**src/rtl/uart_tx_arb.sv**
```systemverilog
// Round-robin arbiter sharing one UART transmitter among NUM_REQ byte-stream requesters.
// Define UART_TX_ARB_HDR_EN to emit one header beat (gnt_id with MSB set) at the start of each grant.
module uart_tx_arb #(
    parameter int NUM_REQ    = 4,
    parameter int DATA_WIDTH = 8,
    parameter int MAX_BURST  = 16,
    localparam int GNT_W     = (NUM_REQ > 1) ? $clog2(NUM_REQ) : 1,
    localparam int CNT_W     = (MAX_BURST > 0) ? $clog2(MAX_BURST + 1) : 1
) (
    input  logic                          clk,
    input  logic                          rst,
    input  logic [NUM_REQ-1:0]            req_valid,
    input  logic [NUM_REQ*DATA_WIDTH-1:0] req_data,
    input  logic [NUM_REQ-1:0]            req_last,
    output logic [NUM_REQ-1:0]            req_ready,
    output logic                          tx_valid,
    output logic [DATA_WIDTH-1:0]         tx_data,
    input  logic                          tx_ready,
    output logic [GNT_W-1:0]              gnt_id,
    output logic                          busy
);

    typedef enum logic [1:0] {
        ST_IDLE = 2'd0,
`ifdef UART_TX_ARB_HDR_EN
        ST_HDR  = 2'd1,
`endif
        ST_XFER = 2'd2
    } state_t;

    state_t             state_q, state_d;
    logic [GNT_W-1:0]   ptr_q, ptr_d;
    logic [GNT_W-1:0]   gnt_q, gnt_d;
    logic [CNT_W-1:0]   cnt_q, cnt_d;

    logic [DATA_WIDTH-1:0] req_data_arr [NUM_REQ];
    logic                  sel_found;
    logic [GNT_W-1:0]      sel_id;
    logic [GNT_W-1:0]      scan_idx;
    logic                  burst_done;
    logic                  beat_acc;

    function automatic logic [GNT_W-1:0] wrap_inc(input logic [GNT_W-1:0] v);
        return (v == GNT_W'(NUM_REQ - 1)) ? '0 : v + GNT_W'(1);
    endfunction

    for (genvar gi = 0; gi < NUM_REQ; gi++) begin : g_unpack
        assign req_data_arr[gi] = req_data[gi*DATA_WIDTH +: DATA_WIDTH];
    end

    // First valid requester at or after ptr, wrapping around.
    always_comb begin
        sel_found = 1'b0;
        sel_id    = '0;
        scan_idx  = ptr_q;
        for (int k = 0; k < NUM_REQ; k++) begin
            if (!sel_found && req_valid[scan_idx]) begin
                sel_found = 1'b1;
                sel_id    = scan_idx;
            end
            scan_idx = wrap_inc(scan_idx);
        end
    end

    // Compared against MAX_BURST-1 so the beat that reaches the limit releases the grant.
    assign burst_done = (MAX_BURST != 0) && (cnt_q == CNT_W'(MAX_BURST - 1));

`ifdef UART_TX_ARB_HDR_EN
    logic [DATA_WIDTH-1:0] hdr_beat;
    always_comb begin
        hdr_beat                 = '0;
        hdr_beat[GNT_W-1:0]      = gnt_q;
        hdr_beat[DATA_WIDTH-1]   = 1'b1;
    end
`endif

    always_comb begin
        state_d   = state_q;
        ptr_d     = ptr_q;
        gnt_d     = gnt_q;
        cnt_d     = cnt_q;
        tx_valid  = 1'b0;
        tx_data   = '0;
        req_ready = '0;
        beat_acc  = 1'b0;
        case (state_q)
            ST_IDLE: begin
                if (sel_found) begin
                    gnt_d = sel_id;
                    cnt_d = '0;
`ifdef UART_TX_ARB_HDR_EN
                    state_d = ST_HDR;
`else
                    state_d = ST_XFER;
`endif
                end
            end
`ifdef UART_TX_ARB_HDR_EN
            ST_HDR: begin
                tx_valid = 1'b1;
                tx_data  = hdr_beat;
                if (tx_ready) begin
                    state_d = ST_XFER;
                end
            end
`endif
            ST_XFER: begin
                tx_valid         = req_valid[gnt_q];
                tx_data          = req_data_arr[gnt_q];
                req_ready[gnt_q] = tx_ready;
                beat_acc         = req_valid[gnt_q] && tx_ready;
                if (beat_acc) begin
                    cnt_d = (cnt_q == {CNT_W{1'b1}}) ? cnt_q : cnt_q + CNT_W'(1);
                    if (req_last[gnt_q] || burst_done) begin
                        state_d = ST_IDLE;
                        ptr_d   = wrap_inc(gnt_q);
                    end
                end
            end
            default: state_d = ST_IDLE;
        endcase
    end

    always_ff @(posedge clk) begin
        if (rst) begin
            state_q <= ST_IDLE;
            ptr_q   <= '0;
            gnt_q   <= '0;
            cnt_q   <= '0;
        end else begin
            state_q <= state_d;
            ptr_q   <= ptr_d;
            gnt_q   <= gnt_d;
            cnt_q   <= cnt_d;
        end
    end

    assign gnt_id = gnt_q;
    assign busy   = (state_q != ST_IDLE);

endmodule

```
**config.mk**
```make
export PLATFORM = sky130hd
export DESIGN_NAME = uart_tx_arb
export DESIGN_NICKNAME = d
export VERILOG_FILES = /design/src/rtl/uart_tx_arb.sv
export SDC_FILE = /design/constraint.sdc
export NUM_CORES = 1
export LEC_CHECK = 0
export CORE_MARGIN = 2
export CORE_UTILIZATION = 36
export CTS_CLUSTER_SIZE = 12
export DETAILED_ROUTE_END_ITERATION = 16
export PLACE_DENSITY_LB_ADDON = 0.3
export SYNTH_ARGS = -nofsm -noshare
export SYNTH_HDL_FRONTEND = slang
export SYNTH_SLANG_ARGS = --single-unit
```
**constraint.sdc**
```tcl
create_clock -name clk -period 1.8 [get_ports clk]
set_clock_uncertainty 0.05 [all_clocks]
set_input_delay 0.27 -clock clk [delete_from_list [all_inputs] [get_ports clk]]
set_output_delay 0.27 -clock clk [all_outputs]
set_load 0.1 [all_outputs]
```
==> results.toml <==
[sta]
worst_slew_pin_slew_ns = 0.4655
slew_headroom = 0.6887
period_needed_ns = 1.940
fin_ws_ns = -0.1397
layout_worst_path_cycle_share = 1.078
finalHoldViolations = 0
fmax_mhz = 515.5
finalSetupViolations = 14
rsz0062_at_grt = "true"
drv_slew = 0
holdWs_ns = 0.4548

[finish]
syn_to_final_growth_pct = 101.3
fillers = 200
ff_latch_area_um2 = 217.7
antenna_cells = 0
nNetsFinal = 259
multiInputGateArea_um2 = 1021
drive_above_1_share = 0.4783
final_area_um2 = 2330

[floorplanning]
design.core.area_um2 = 3053
initial_core_util = 0.3791
die_w_um = 60.70
row_count = 20
dieArea_um2 = 3684
die_h_um = 60.70
io_pins = 59

[routing]
drt_iter0_drc = 47
vias = 1404
drt_wl_total_mm = 4.327
ant_nets = 0
wl_per_cell_um = 17.24
drt_pass1_iterations = 4
drc = 0
via_per_inst = 5.594

[clock_tree]
cts_buffer_depth = 2
cts_tree = "yes"
clkSlewWorstSetupHoldPaths_ns = 0.07
ctsHoldBuffers = 0
clk_latency_ns = 0.28
root_buffer = "clkbuf_4"
numCtsBuffers = 3
htreeDepth = 1
cts.sinks = 10

[min_path]
hold_path.class = "reg -> reg"

[synthesis]
syn_inst = 127
synth_top_flop_cell = "dfxtp_1"
synth-seq-cells = 10
synth_nets = 178
ys_types = 39
yosysWarnings = 0
synth_area_per_cell_um2 = 9.113
synth.yosys.seq_area_share = 0.1730
synth_edf_count = 0
syn_area_um2 = 1157
async_flop_share = 0

[outcome]
violations = "negative setup slack"
status = "complete, but fails checks"

[placement]
hpwl_mm = 3.186
placed_cell_area_um2 = 2069
io_buffers = 58
routabilityCongestion = 0.9904

[global_route]
grt_max_degree = 23
grt_pass1_wl_mm = 6.161
grt.met1_usage = 0.2632
grt_usage = 0.2258
met2_usage = 0.4270
grt_use_met3 = 0.04264
antenna_found_initial = 0
grt_pass1_vias = 1311
busiest_layer = "met2"
gr-total-overflow = 0

[pwr]
pwr-share-clk = 0.133
p_int_mw = 0.7539
swShare = 0.4377
leakage_nw = 0.8892
ir_worst_vdd_uv = 316.1
power.share.sequential = 0.192
switching_power_mw = 0.5869
combPwrFrac = 0.676
power_density_nw_per_um2 = 575.5

[setup_path]
cp_max_fo = 7
required_ns = 1.48
worst_setup_path_start_kind = "flop"
path_class = "reg -> out"
worstPathArrival_ns = 1.62
endpoint_kind = "output pin"

[job]
maxCapViolations = 0
-- critical path, cell delays in order, from the launching register on --
cell	delay, ns
dfxtp_4	0.37
buf_12	0.13
mux4_2	0.50
and2_4	0.19
buf_12	0.16
-- stage by stage --
stage          total power, mW  std cells  setup TNS [ns]  setup WS [ns]    util
2_1_floorplan           0.7550        127         -0.2269       -0.02522       -
3_3_place_gp             1.057        235          -1.766        -0.2189  0.6779
3_5_place_dp             1.071        235          -2.794        -0.3287  0.6779
4_1_cts                  1.300        248          -1.042        -0.1379  0.7266
5_1_grt                  1.387        251          -1.824        -0.1751  0.7631
6_report                 1.341        251          -1.139        -0.1397  0.7631
-- path summary, 6_finish.rpt --
path         cells after the start  startpoint  slack (ns)    endpoint
max reg2reg                      7   gnt_id[0]       -0.05    ptr_q[1]
max                              4   gnt_id[0]       -0.14  tx_data[6]
min                              2    cnt_q[0]        0.45    cnt_q[0]
min reg2reg                      2    cnt_q[0]        0.45    cnt_q[0]
-- cell usage in the layout (no fill, tap or decap), types with 5 or more instances in the layout --
cell / n
a21oi_1: 5
clkdlybuf4s50_1: 38
and3_4: 6
ha_1: 6
buf_12: 17
mux4_2: 12
and2_4: 9
buf_4: 19
o21ai_0: 5
a31oi_1: 5
buf_6: 7
nor2_1: 5
-- power by group through the flow --
stage / Combinational (mW) / Sequential, mW / Clock (mW)
after floorplan: 0.456 / 0.299 / 0
after global placement: 0.779 / 0.278 / 0
after detailed placement: 0.792 / 0.279 / 0
after CTS: 0.871 / 0.256 / 0.173
after global routing: 0.943 / 0.259 / 0.185
final: 0.906 / 0.257 / 0.178
-- sequential cells by signal, summed over array words and instances (netlist names) --
name	cells
state_q	1
cnt_q	5
gnt_id	2
ptr_q	2
-- per-layer routing --
metal	vias to the layer above	part of all wire	wire [µm]
met1	668	0.39	1676
li1	650	-	-
met4	0	0.015	63
met5	-	0	0
met3	9	0.10	433
met2	77	0.50	2152
-- cell type report --
cell class                      instances  share of cell area
Sequential cell                        10             0.09345
Multi-Input combinational cell        100              0.4382
Timing Repair Buffer                   85              0.4194
Tap cell                               44             0.02363
Inverter                                8             0.01396
Clock buffer                            4             0.01128
-- what timing repair did --
item | CTS | global route
endpoints found under the setup margin | 17 | 22
cloned | 0 | 0
gates resized for setup | 18 | 22
pin swaps | 6 | 13
buffers inserted | 9 | 3
-- kinds of logic (layout without fill, tap and decap cells) --
kind of cell	count (synthesis)	after routing	synth area share
compound gates	30	30	0.1762
buf+inv	17	97	0.06486
xor+xnor	3	3	0.02920
simple gates	44	44	0.2097
mux	15	15	0.2605
flops	10	10	0.1730
fa+ha+maj	8	8	0.08649
-- cell usage after synthesis, types with 4 or more instances --
library cell	number	area share
a21oi_1	7	0.030
a31oi_1	5	0.027
and2_1	9	0.049
and3_1	6	0.032
dfxtp_1	10	0.17
ha_1	8	0.086
inv_1	6	0.019
mux4_2	12	0.23
nand2_1	8	0.026
nand3_1	4	0.017
nor2_1	5	0.016
o21ai_0	6	0.026
No activity file was read; power rests on OpenSTA's default activity.
